## config.mk

```make
export PLATFORM = sky130hd
export DESIGN_NAME = rv32v_ex_mem_buffer_flat
export DESIGN_NICKNAME = d
export VERILOG_FILES = /design/src/rtl/rv32v_ex_mem_buffer_pkg.sv /design/src/rtl/rv32v_ex_mem_buffer_if.sv /design/src/rtl/rv32v_ex_mem_buffer_ring_ctrl.sv /design/src/rtl/rv32v_ex_mem_buffer.sv /design/src/flat_wrapper.sv
export SDC_FILE = /design/constraint.sdc
export NUM_CORES = 1
export LEC_CHECK = 0
export ABC_AREA = 1
export ABC_CLOCK_PERIOD_IN_PS = 40000
export CAP_MARGIN = 10
export CORE_MARGIN = 4
export CORE_UTILIZATION = 45
export CTS_CLUSTER_DIAMETER = 150
export DETAILED_ROUTE_END_ITERATION = 8
export GPL_TIMING_DRIVEN = 0
export PLACE_DENSITY = 0.8
export RECOVER_POWER = 25
export SYNTH_ARGS = -nofsm -noshare
export SYNTH_HDL_FRONTEND = slang
export SYNTH_SLANG_ARGS = --single-unit
```

## constraint.sdc

```tcl
create_clock -name CLK -period 40 [get_ports CLK]
set_input_delay 8 -clock CLK [delete_from_list [all_inputs] [get_ports CLK]]
set_output_delay 8 -clock CLK [all_outputs]
set_load 0.005 [all_outputs]
```

## src/rtl/rv32v_ex_mem_buffer_pkg.sv

```systemverilog
// ============================================================================
// Module      : rv32v_types_pkg
// Description : Shared types for the rv32v EX->MEM pipeline buffer. Defines the
//               lane geometry constants and the packed entry carried from EX to
//               MEM (scalar writeback plus vector lane payload), together with
//               a helper that yields one entry's mask-set forwarding term.
// Revision    : 1.0 - initial release
// ============================================================================
`default_nettype none

package rv32v_types_pkg;

    localparam int NUM_LANES = 4;
    localparam int VLANE_W   = 32;

    typedef struct packed {
        logic [31:0]                  pc4;
        logic                         reg_write;
        logic [4:0]                   rd;
        logic [31:0]                  reg_wdata;
        logic [NUM_LANES*VLANE_W-1:0] vdata;
        logic [NUM_LANES-1:0]         vmask;
        logic                         vmskset;
    } exmem_entry_t;

    // Mask lanes an entry contributes to forwarding: only live mask-set entries.
    function automatic logic [NUM_LANES-1:0] fwd_term(input exmem_entry_t e, input logic live);
        return (live && e.vmskset) ? e.vmask : '0;
    endfunction

endpackage

`default_nettype wire

```

## src/rtl/rv32v_ex_mem_buffer_if.sv

```systemverilog
// ============================================================================
// Module      : rv32v_ex_mem_buffer_if
// Description : EX->MEM buffer bus. Carries the EX-side push handshake and
//               payload, the MEM-side pop handshake and head payload, flush,
//               the aggregated mask-set forwarding vector and occupancy.
//               master = EX/MEM environment, slave = the buffer.
// Revision    : 1.0 - initial release
// ============================================================================
`default_nettype none

interface rv32v_ex_mem_buffer_if
    import rv32v_types_pkg::*;
#(
    parameter int DEPTH = 2
);
    localparam int CNT_W = $clog2(DEPTH) + 1;

    logic                         flush;
    logic                         in_valid;
    logic                         in_ready;
    logic [31:0]                  in_pc4;
    logic                         in_reg_write;
    logic [4:0]                   in_rd;
    logic [31:0]                  in_reg_wdata;
    logic [NUM_LANES*VLANE_W-1:0] in_vdata;
    logic [NUM_LANES-1:0]         in_vmask;
    logic                         in_vmskset;
    logic                         out_valid;
    logic                         out_ready;
    logic [31:0]                  out_pc4;
    logic                         out_reg_write;
    logic [4:0]                   out_rd;
    logic [31:0]                  out_reg_wdata;
    logic [NUM_LANES*VLANE_W-1:0] out_vdata;
    logic [NUM_LANES-1:0]         out_vmask;
    logic                         out_vmskset;
    logic [NUM_LANES-1:0]         vmskset_fwd;
    logic [CNT_W-1:0]             occupancy;

    modport master (
        output flush, in_valid, in_pc4, in_reg_write, in_rd, in_reg_wdata,
               in_vdata, in_vmask, in_vmskset, out_ready,
        input  in_ready, out_valid, out_pc4, out_reg_write, out_rd, out_reg_wdata,
               out_vdata, out_vmask, out_vmskset, vmskset_fwd, occupancy
    );

    modport slave (
        input  flush, in_valid, in_pc4, in_reg_write, in_rd, in_reg_wdata,
               in_vdata, in_vmask, in_vmskset, out_ready,
        output in_ready, out_valid, out_pc4, out_reg_write, out_rd, out_reg_wdata,
               out_vdata, out_vmask, out_vmskset, vmskset_fwd, occupancy
    );

endinterface

`default_nettype wire

```

## src/rtl/rv32v_ex_mem_buffer_ring_ctrl.sv

```systemverilog
// ============================================================================
// Module      : exmem_ring_ctrl
// Description : Ring-buffer control for the EX->MEM buffer: read/write
//               pointers, entry count, push/pop/flush arbitration and the
//               per-slot valid vector.
//   CLK, RST      : clock, synchronous active-high reset
//   i_flush       : discard all entries (and any same-cycle push/pop)
//   i_in_valid    : EX offers an entry      o_in_ready : space available
//   i_out_ready   : MEM takes the head      o_out_valid: head is valid
//   o_wr_en       : write storage slot o_wr_ptr this cycle
//   o_rd_ptr      : head slot               o_count    : valid entries
//   o_slot_valid  : per-slot liveness
// Revision    : 1.0 - initial release
// ============================================================================
`default_nettype none

module exmem_ring_ctrl #(
    parameter int DEPTH = 2
) (
    input  logic                      CLK,
    input  logic                      RST,
    input  logic                      i_flush,
    input  logic                      i_in_valid,
    input  logic                      i_out_ready,
    output logic                      o_in_ready,
    output logic                      o_out_valid,
    output logic                      o_wr_en,
    output logic [$clog2(DEPTH)-1:0]  o_wr_ptr,
    output logic [$clog2(DEPTH)-1:0]  o_rd_ptr,
    output logic [$clog2(DEPTH):0]    o_count,
    output logic [DEPTH-1:0]          o_slot_valid
);
    localparam int PTR_W = $clog2(DEPTH);
    localparam int CNT_W = PTR_W + 1;

    logic [PTR_W-1:0] r_wr_ptr_q, w_wr_ptr_d;
    logic [PTR_W-1:0] r_rd_ptr_q, w_rd_ptr_d;
    logic [CNT_W-1:0] r_count_q,  w_count_d;
    logic             w_push;
    logic             w_pop;

    // Ready comes from registered count only, so EX never waits on MEM's ready.
    assign o_in_ready  = !RST && (r_count_q != CNT_W'(DEPTH));
    assign o_out_valid = (r_count_q != '0);
    assign w_push      = i_in_valid && o_in_ready;
    assign w_pop       = o_out_valid && i_out_ready;
    assign o_wr_en     = w_push && !i_flush;

    always_comb begin
        w_wr_ptr_d = r_wr_ptr_q;
        w_rd_ptr_d = r_rd_ptr_q;
        w_count_d  = r_count_q;
        if (i_flush) begin
            w_wr_ptr_d = '0;
            w_rd_ptr_d = '0;
            w_count_d  = '0;
        end else begin
            if (w_push) w_wr_ptr_d = r_wr_ptr_q + PTR_W'(1);
            if (w_pop)  w_rd_ptr_d = r_rd_ptr_q + PTR_W'(1);
            case ({w_push, w_pop})
                2'b10:   w_count_d = r_count_q + CNT_W'(1);
                2'b01:   w_count_d = r_count_q - CNT_W'(1);
                default: w_count_d = r_count_q;
            endcase
        end
    end

    always_ff @(posedge CLK) begin
        if (RST) begin
            r_wr_ptr_q <= '0;
            r_rd_ptr_q <= '0;
            r_count_q  <= '0;
        end else begin
            r_wr_ptr_q <= w_wr_ptr_d;
            r_rd_ptr_q <= w_rd_ptr_d;
            r_count_q  <= w_count_d;
        end
    end

    // A slot is live when its distance from the head (mod DEPTH) is below count.
    for (genvar i = 0; i < DEPTH; i++) begin : g_slot
        logic [PTR_W-1:0] w_off;
        assign w_off           = PTR_W'(i) - r_rd_ptr_q;
        assign o_slot_valid[i] = ({1'b0, w_off} < r_count_q);
    end

    assign o_wr_ptr = r_wr_ptr_q;
    assign o_rd_ptr = r_rd_ptr_q;
    assign o_count  = r_count_q;

endmodule

`default_nettype wire

```

## src/rtl/rv32v_ex_mem_buffer.sv

```systemverilog
// ============================================================================
// Module      : rv32v_ex_mem_buffer
// Description : DEPTH-entry EX->MEM pipeline buffer (ring) with valid/ready on
//               both sides, flush, scalar+vector payload and per-lane mask-set
//               forwarding ORed over all in-flight entries.
//   CLK, RST : clock, synchronous active-high reset
//   bus      : rv32v_ex_mem_buffer_if.slave (handshakes, payloads, flush,
//              vmskset_fwd, occupancy)
//   Optional macro RV32V_EXMEM_PERF_EN adds saturating counters:
//     stall_cycles    : cycles with head valid but not consumed
//     flushed_entries : entries discarded by flush
// Revision    : 1.0 - initial release
// ============================================================================
`default_nettype none

module rv32v_ex_mem_buffer
    import rv32v_types_pkg::*;
#(
    parameter int DEPTH = 2
) (
    input  logic                    CLK,
    input  logic                    RST,
    rv32v_ex_mem_buffer_if.slave    bus
`ifdef RV32V_EXMEM_PERF_EN
    ,
    output logic [31:0]             stall_cycles,
    output logic [31:0]             flushed_entries
`endif
);
    localparam int PTR_W = $clog2(DEPTH);
    localparam int CNT_W = PTR_W + 1;

    logic                 w_wr_en;
    logic [PTR_W-1:0]     w_wr_ptr;
    logic [PTR_W-1:0]     w_rd_ptr;
    logic [CNT_W-1:0]     w_count;
    logic [DEPTH-1:0]     w_slot_valid;
    exmem_entry_t         w_in_entry;
    exmem_entry_t         w_head;
    logic [NUM_LANES-1:0] w_fwd;

    // Payload storage carries no reset; liveness is tracked by the controller.
    exmem_entry_t         r_mem_q [DEPTH];

    exmem_ring_ctrl #(.DEPTH(DEPTH)) u_ctrl (
        .CLK          (CLK),
        .RST          (RST),
        .i_flush      (bus.flush),
        .i_in_valid   (bus.in_valid),
        .i_out_ready  (bus.out_ready),
        .o_in_ready   (bus.in_ready),
        .o_out_valid  (bus.out_valid),
        .o_wr_en      (w_wr_en),
        .o_wr_ptr     (w_wr_ptr),
        .o_rd_ptr     (w_rd_ptr),
        .o_count      (w_count),
        .o_slot_valid (w_slot_valid)
    );

    always_comb begin
        w_in_entry           = '0;
        w_in_entry.pc4       = bus.in_pc4;
        w_in_entry.reg_write = bus.in_reg_write;
        w_in_entry.rd        = bus.in_rd;
        w_in_entry.reg_wdata = bus.in_reg_wdata;
        w_in_entry.vdata     = bus.in_vdata;
        w_in_entry.vmask     = bus.in_vmask;
        w_in_entry.vmskset   = bus.in_vmskset;
    end

    always_ff @(posedge CLK) begin
        if (w_wr_en) r_mem_q[w_wr_ptr] <= w_in_entry;
    end

    assign w_head            = r_mem_q[w_rd_ptr];
    assign bus.out_pc4       = w_head.pc4;
    assign bus.out_reg_write = w_head.reg_write;
    assign bus.out_rd        = w_head.rd;
    assign bus.out_reg_wdata = w_head.reg_wdata;
    assign bus.out_vdata     = w_head.vdata;
    assign bus.out_vmask     = w_head.vmask;
    assign bus.out_vmskset   = w_head.vmskset;
    assign bus.occupancy     = w_count;

    always_comb begin
        w_fwd = '0;
        for (int i = 0; i < DEPTH; i++) begin
            w_fwd = w_fwd | fwd_term(r_mem_q[i], w_slot_valid[i]);
        end
    end
    assign bus.vmskset_fwd = w_fwd;

`ifdef RV32V_EXMEM_PERF_EN
    logic [31:0] r_stall_q, w_stall_d;
    logic [31:0] r_flushed_q, w_flushed_d;
    logic [32:0] w_flush_sum;

    always_comb begin
        w_stall_d   = r_stall_q;
        w_flushed_d = r_flushed_q;
        w_flush_sum = {1'b0, r_flushed_q} + 33'(w_count);
        if (bus.out_valid && !bus.out_ready && (r_stall_q != '1)) begin
            w_stall_d = r_stall_q + 32'd1;
        end
        if (bus.flush) begin
            w_flushed_d = w_flush_sum[32] ? '1 : w_flush_sum[31:0];
        end
    end

    always_ff @(posedge CLK) begin
        if (RST) begin
            r_stall_q   <= '0;
            r_flushed_q <= '0;
        end else begin
            r_stall_q   <= w_stall_d;
            r_flushed_q <= w_flushed_d;
        end
    end

    assign stall_cycles    = r_stall_q;
    assign flushed_entries = r_flushed_q;
`endif

endmodule

`default_nettype wire

```

## src/flat_wrapper.sv

```systemverilog
// flat-port wrapper written by rule: the top's interface ports become plain ports
module rv32v_ex_mem_buffer_flat import rv32v_types_pkg::*;
#(
    parameter int DEPTH = 2
)
  (CLK, RST, bus_flush, bus_in_valid, bus_in_pc4, bus_in_reg_write, bus_in_rd, bus_in_reg_wdata, bus_in_vdata, bus_in_vmask, bus_in_vmskset, bus_out_ready, bus_in_ready, bus_out_valid, bus_out_pc4, bus_out_reg_write, bus_out_rd, bus_out_reg_wdata, bus_out_vdata, bus_out_vmask, bus_out_vmskset, bus_vmskset_fwd, bus_occupancy);
  rv32v_ex_mem_buffer_if #(.DEPTH(DEPTH)) bus_i ();
  input  logic CLK;
  input  logic RST;
  input wire logic [$bits(bus_i.flush)-1:0] bus_flush;
  input wire logic [$bits(bus_i.in_valid)-1:0] bus_in_valid;
  input wire logic [$bits(bus_i.in_pc4)-1:0] bus_in_pc4;
  input wire logic [$bits(bus_i.in_reg_write)-1:0] bus_in_reg_write;
  input wire logic [$bits(bus_i.in_rd)-1:0] bus_in_rd;
  input wire logic [$bits(bus_i.in_reg_wdata)-1:0] bus_in_reg_wdata;
  input wire logic [$bits(bus_i.in_vdata)-1:0] bus_in_vdata;
  input wire logic [$bits(bus_i.in_vmask)-1:0] bus_in_vmask;
  input wire logic [$bits(bus_i.in_vmskset)-1:0] bus_in_vmskset;
  input wire logic [$bits(bus_i.out_ready)-1:0] bus_out_ready;
  output wire logic [$bits(bus_i.in_ready)-1:0] bus_in_ready;
  output wire logic [$bits(bus_i.out_valid)-1:0] bus_out_valid;
  output wire logic [$bits(bus_i.out_pc4)-1:0] bus_out_pc4;
  output wire logic [$bits(bus_i.out_reg_write)-1:0] bus_out_reg_write;
  output wire logic [$bits(bus_i.out_rd)-1:0] bus_out_rd;
  output wire logic [$bits(bus_i.out_reg_wdata)-1:0] bus_out_reg_wdata;
  output wire logic [$bits(bus_i.out_vdata)-1:0] bus_out_vdata;
  output wire logic [$bits(bus_i.out_vmask)-1:0] bus_out_vmask;
  output wire logic [$bits(bus_i.out_vmskset)-1:0] bus_out_vmskset;
  output wire logic [$bits(bus_i.vmskset_fwd)-1:0] bus_vmskset_fwd;
  output wire logic [$bits(bus_i.occupancy)-1:0] bus_occupancy;
  assign bus_i.flush = bus_flush;
  assign bus_i.in_valid = bus_in_valid;
  assign bus_i.in_pc4 = bus_in_pc4;
  assign bus_i.in_reg_write = bus_in_reg_write;
  assign bus_i.in_rd = bus_in_rd;
  assign bus_i.in_reg_wdata = bus_in_reg_wdata;
  assign bus_i.in_vdata = bus_in_vdata;
  assign bus_i.in_vmask = bus_in_vmask;
  assign bus_i.in_vmskset = bus_in_vmskset;
  assign bus_i.out_ready = bus_out_ready;
  assign bus_in_ready = bus_i.in_ready;
  assign bus_out_valid = bus_i.out_valid;
  assign bus_out_pc4 = bus_i.out_pc4;
  assign bus_out_reg_write = bus_i.out_reg_write;
  assign bus_out_rd = bus_i.out_rd;
  assign bus_out_reg_wdata = bus_i.out_reg_wdata;
  assign bus_out_vdata = bus_i.out_vdata;
  assign bus_out_vmask = bus_i.out_vmask;
  assign bus_out_vmskset = bus_i.out_vmskset;
  assign bus_vmskset_fwd = bus_i.vmskset_fwd;
  assign bus_occupancy = bus_i.occupancy;
  rv32v_ex_mem_buffer #(.DEPTH(DEPTH)) u_core (.CLK(CLK), .RST(RST), .bus(bus_i));
endmodule
```

==> run_results.csv, run 1 <==
group,metric,value,unit
clock_tree,cts_root_buf,"clkbuf_16",
detailed_routing,wl_met2,17600,um
setup_path,critPathRequiredTime,32000,ps
yosys,synth_nets,898,
yosys,synthCells,689,
detailed_routing,vias,8095,
global_route,grt_pass1_vias,8884,
power_and_ir_drop,irDropWorstVdd,0.0465,mV
layout,synthToLayoutAreaGrowth,41.6,%
power_and_ir_drop,combinationalPowerShare,6.5,%
layout,final_common_cell,"edfxtp_1",
layout,final_cells,1674,
yosys,synth.largest_area_cell,"edfxtp_1",
layout,drive_above_1_share,25.7,%
clock_tree,clk_path_buf_depth,3,
yosys,synth_top_area_share,77.7,%
job,drv_cap,0,
hold_path,hp-class,"reg -> reg",
sta,min_period,17220,ps
yosys,syn_avg_cell_area,22.8,um^2
setup_path,startpoint_type,"input port",
sta,hold_viol,0,
sta,tightest_slew,707,ps
floorplan,dieArea,37900,um^2
detailed_routing,ant_nets,0,
detailed_routing,drtIter0Drc,350,
outcome,status,"finished clean",
clock_tree,h-tree-depth,2,
sta,slew_violations,0,
detailed_routing,wl_per_cell,20.6,um
setup_path,cp.arrival,9220,ps
yosys,syn-cell-area,15700,um^2
sta,relSlewSlack,52.6,%
yosys,ys_warn_count,0,
clock_tree,postCtsResizedCells,0,
power_and_ir_drop,p_sw,0.173,mW
layout,fill_cells,2334,
place,place_inst,1591,
power_and_ir_drop,seqPwrFrac,53.1,%
floorplan,ioPinCount,419,
power_and_ir_drop,p_int,0.738,mW
place,port_buffers,418,
global_route,grt_max_degree,31,
layout,stdcell_area,22200,um^2
power_and_ir_drop,switching_share,19.0,%
yosys,synth-seq-area-share,78.3,%
sta,rsz0062_at_grt,"no",
clock_tree,hold_buffers,0,
detailed_routing,wl_met3,3070,um
clock_tree,numClockSinks,411,
setup_path,worst-setup-path-type,"in -> out",
layout,fin_nets,1389,
yosys,ys_types,18,
detailed_routing,firstDrtPassIters,5,
floorplan,coreArea,34500,um^2
global_route,grt.total_usage,17.6,%
sta,setup_tns,0,ps
global_route,antenna_found_initial,12,
sta,worst_slack,22780,ps
clock_tree,clkLatencyLatePin,540,ps
place,place.gp.congestion,0.762,
place,placed_area,20900,um^2
floorplan,die_w,195,um
clock_tree,cts_buffers,42,
floorplan,fp.dieH,195,um
floorplan,fp-row-count,68,
yosys,yosys_register_bits,411,
place,dpl.hpwl,25600,um
sta,period_share,43.0,%
global_route,grt_pass1_wl,52000,um
detailed_routing,highest_layer,"met5",
layout,final_cell_mix,"edfxtp_1 (406), clkdlybuf4s50_1 (288), mux2_4 (170), dlygate4sd3_1 (130), clkbuf_16 (45)",
setup_path,regToRegSetupSlack,37020,ps
clock_tree,cts_tree,"yes",
layout,post-route-util,64.5,%
power_and_ir_drop,powerDensity,41.0,nW/um^2
detailed_routing,wl_met1,12700,um
detailed_routing,drt-total-wl,34500,um
power_and_ir_drop,p_leak,7.78,nW
clock_tree,cts.clk_slew.worst_paths,60,ps
floorplan,start_util,45.5,%
sta,skew,9.86,ps
place,place_ws,22840,ps
global_route,gr-total-overflow,0,
setup_path,end_kind,"primary output",
sta,finalSetupViolations,0,
power_and_ir_drop,pwr-share-clk,40.5,%
clock_tree,post_cts_buffers,0,
setup_path,cp_max_fo,4,
sta,max_freq,0.0581,GHz
detailed_routing,drc,0,
yosys,synthTopCellsByArea,"edfxtp_1 (78%), mux2_4 (16%), mux2_2 (2.4%)",
detailed_routing,via_per_inst,4.84,
==> power groups by stage <==
stage | Combinational [mW] | Clock (mW) | Sequential, mW
5_1_grt | 0.0628 | 0.398 | 0.484
2_1_floorplan | 0.0173 | 0 | 0.496
3_5_place_dp | 0.0618 | 0 | 0.493
3_3_place_gp | 0.0576 | 0 | 0.498
6_report | 0.0589 | 0.369 | 0.484
4_1_cts | 0.0623 | 0.378 | 0.484
==> stage by stage <==
stage / power [mW] / hold slack (ps)
after detailed placement: 0.555 / 538
after CTS: 0.924 / 552
after global routing: 0.945 / 619
final: 0.911 / 548
after global placement: 0.556 / 529
after floorplan: 0.513 / 501
==> routing by layer <==
layer | up-vias | track usage [%]
li1 | 3728 | -
met4 | 10 | 6.31
met2 | 346 | 30.6
met5 | - | 0
met1 | 3935 | 19.9
met3 | 76 | 6.60
==> Yosys cell counts, drive strengths merged <==
cell type / number
a21oi: 1
buf: 23
dfxtp: 5
edfxtp: 406
ha: 1
inv: 9
mux2: 203
nand2: 15
nand3: 5
nand4: 2
nor2: 12
nor3: 3
o21ai: 2
o21bai: 1
xor2: 1
==> state kept, by name, summed over array words and instances (netlist names), named ones only <==
name,count
u_core.u_ctrl.o_rd_ptr,1
u_core.u_ctrl.o_count,2
u_core.r_mem_q,406
u_core.u_ctrl.o_wr_ptr,1
==> kinds of logic (layout without fill, tap and decap cells) <==
logic type	count (synthesis)	in the layout	synth area share, %
buffers and inverters	32	554	1.77
other	0	8	0
flip-flops	411	411	78.3
XOR/XNOR	1	1	0.0558
AND/OR/NAND/NOR	37	37	0.981
multiplexers	203	203	18.6
adder cells (fa/ha/maj)	1	1	0.0797
AO/OA/AOI/OAI	4	4	0.144
==> worst paths after layout <==
check,cells after the start,end,start
worst max-delay path,3,bus_in_ready,RST
worst max register to register,11,u_core.r_mem_q[0][98],u_core.u_ctrl.o_count[0]
worst min-delay path,2,u_core.u_ctrl.o_rd_ptr,u_core.u_ctrl.o_rd_ptr
worst min register to register,2,u_core.u_ctrl.o_rd_ptr,u_core.u_ctrl.o_rd_ptr
==> layout make-up <==
| type | count | area, um^2 | area share (%) |
|---|---|---|---|
| plain buffers | 23 | 244 | 1.10 |
| repair buffers | 447 | 4620 | 20.8 |
| multi-input cells | 246 | 3130 | 14.1 |
| clock inverters | 18 | 131 | 0.591 |
| clock buffers | 57 | 1170 | 5.27 |
| inverters | 9 | 33.8 | 0.152 |
| flip-flops and latches | 411 | 12300 | 55.3 |
| diodes | 8 | 20.0 | 0.0901 |
| well taps | 455 | 569 | 2.56 |
==> critical path, cell delays in order <==
cell	delay, ps
clkdlybuf4s50_1	480
a21oi_1	180
clkdlybuf4s50_1	560
Note: power is estimated with default switching activity, not from simulation.
==> run 2: changes to the inputs <==
--- a/config.mk
+++ b/config.mk
@@ -6,14 +6,14 @@
 export NUM_CORES = 1
 export LEC_CHECK = 0
 export ABC_AREA = 1
-export ABC_CLOCK_PERIOD_IN_PS = 40000
+export ABC_CLOCK_PERIOD_IN_PS = 14400
 export CAP_MARGIN = 10
 export CORE_MARGIN = 4
-export CORE_UTILIZATION = 45
+export CORE_UTILIZATION = 44
 export CTS_CLUSTER_DIAMETER = 150
 export DETAILED_ROUTE_END_ITERATION = 8
 export GPL_TIMING_DRIVEN = 0
-export PLACE_DENSITY = 0.8
+export PLACE_DENSITY = 0.82
 export RECOVER_POWER = 25
 export SYNTH_ARGS = -nofsm -noshare
 export SYNTH_HDL_FRONTEND = slang
==> constraint.sdc (replaced) <==
create_clock -name CLK -period 14.4 [get_ports CLK]
set_input_delay 2.88 -clock CLK [delete_from_list [all_inputs] [get_ports CLK]]
set_output_delay 2.88 -clock CLK [all_outputs]
set_load 0.005 [all_outputs]
==> run_results.csv, run 2 (synthesis results as in run 1) <==
group,metric,value,unit
layout,fill_cells,2360,
detailed_routing,drc,0,
place,dpl.hpwl,26500,um
power_and_ir_drop,combinationalPowerShare,6.5,%
sta,period_share,49.1,%
detailed_routing,wl_per_cell,21.7,um
layout,largest_reg_flops,406,
power_and_ir_drop,irDropWorstVdd,0.0973,mV
power_and_ir_drop,p_int,2.07,mW
global_route,antenna_found_initial,7,
detailed_routing,firstDrtPassIters,6,
sta,slew_violations,0,
hold_path,hp-class,"reg -> reg",
layout,synthToLayoutAreaGrowth,42.1,%
setup_path,cp.arrival,4190,ps
sta,max_freq,0.141,GHz
layout,regMostFlops,"u_core.r_mem_q",
detailed_routing,vias,8229,
global_route,grt.total_usage,18.1,%
sta,finalSetupViolations,0,
power_and_ir_drop,p_leak,7.79,nW
clock_tree,cts_root_buf,"clkbuf_16",
layout,final_common_cell,"edfxtp_1",
clock_tree,clk_path_buf_depth,3,
place,place.gp.congestion,0.739,
global_route,gr-total-overflow,0,
floorplan,fp.dieH,197,um
detailed_routing,via_per_inst,4.95,
detailed_routing,drtIter0Drc,356,
place,place_inst,1583,
setup_path,worst-setup-path-type,"in -> out",
clock_tree,cts_tree,"yes",
floorplan,ioPinCount,419,
sta,hold_viol,0,
power_and_ir_drop,seqPwrFrac,52.4,%
layout,drive_above_1_share,25.2,%
job,drv_cap,0,
floorplan,dieArea,38700,um^2
clock_tree,cts.clk_slew.worst_paths,70,ps
floorplan,start_util,45.0,%
setup_path,critPathRequiredTime,11520,ps
clock_tree,postCtsResizedCells,0,
hold_path,hold_start,"u_core.u_ctrl.o_wr_ptr",
clock_tree,hold_buffers,0,
global_route,grt_pass1_vias,9061,
place,place_ws,7350,ps
detailed_routing,drt-total-wl,36100,um
power_and_ir_drop,pwr-share-clk,41.1,%
setup_path,regToRegStartpoint,"u_core.u_ctrl.o_count[0]",
sta,worst_slack,7330,ps
global_route,grt_max_degree,28,
clock_tree,h-tree-depth,2,
layout,fin_nets,1381,
floorplan,fp-row-count,68,
clock_tree,numClockSinks,411,
layout,final_cells,1664,
global_route,grt_pass1_wl,53500,um
sta,skew,12.3,ps
power_and_ir_drop,total_power,2.57,mW
outcome,status,"finished clean",
setup_path,startpoint,"RST",
sta,min_period,7070,ps
power_and_ir_drop,switching_share,19.1,%
setup_path,end_kind,"primary output",
power_and_ir_drop,p_sw,0.491,mW
setup_path,startpoint_type,"input port",
place,port_buffers,418,
clock_tree,clkLatencyLatePin,550,ps
detailed_routing,ant_nets,0,
layout,final_cell_mix,"edfxtp_1 (406), clkdlybuf4s50_1 (287), mux2_4 (170), dlygate4sd3_1 (131), clkbuf_16 (45)",
sta,rsz0062_at_grt,"no",
clock_tree,cts_buffers,42,
layout,post-route-util,63.9,%
sta,tightest_slew,722,ps
sta,relSlewSlack,51.7,%
power_and_ir_drop,powerDensity,115,nW/um^2
floorplan,coreArea,34900,um^2
setup_path,cp_max_fo,4,
clock_tree,post_cts_buffers,0,
floorplan,die_w,197,um
-- run 2: worst paths after layout --
| check | depth (start not counted) | slack, ps | end |
|---|---|---|---|
| setup / recovery | 3 | 7330 | bus_in_ready |
| hold reg to reg | 4 | 570 | u_core.u_ctrl.o_wr_ptr |
| hold / removal | 4 | 570 | u_core.u_ctrl.o_wr_ptr |
| setup reg to reg | 11 | 11320 | u_core.r_mem_q[0][42] |
-- run 2: through the flow --
step                      cell area [um^2]   TNS, ps  hold WS, ps
after global placement               20400  -1080280          532
after detailed placement             20900         0          555
after CTS                            22300         0          567
final                                22300         0          568
after global routing                 22300         0          627
after floorplan                      15700         0          506
-- run 2: routing by layer --
layer / up-vias / track usage, % / wire, um
met5: - / 0 / 36
met4: 6 / 6.65 / 1080
met3: 77 / 6.79 / 3360
met2: 386 / 31.9 / 18500
met1: 4049 / 20.2 / 13100
li1: 3711 / - / -
-- run 2: final cells by class --
class                   count  area (um^2)  area share, %
plain buffers              23          244           1.09
flip-flops and latches    411        12300           55.1
clock inverters            21          171          0.769
clock buffers              55         1170           5.26
repair buffers            439         4650           20.9
inverters                   9         33.8          0.152
diodes                      5         12.5         0.0561
multi-input cells         246         3140           14.1
well taps                 455          569           2.55
-- run 2: power by group through the flow --
stage	logic [mW]	clock network [mW]	registers, mW
after CTS	0.176	1.08	1.34
final	0.167	1.05	1.34
after floorplan	0.0480	0	1.37
after global routing	0.177	1.14	1.34
after global placement	0.160	0	1.38
after detailed placement	0.175	0	1.37
-- run 2: worst max-delay path, stage by stage --
cell             delay [ps]
clkdlybuf4s50_1         530
a21oi_1                 230
clkdlybuf4s50_1         550
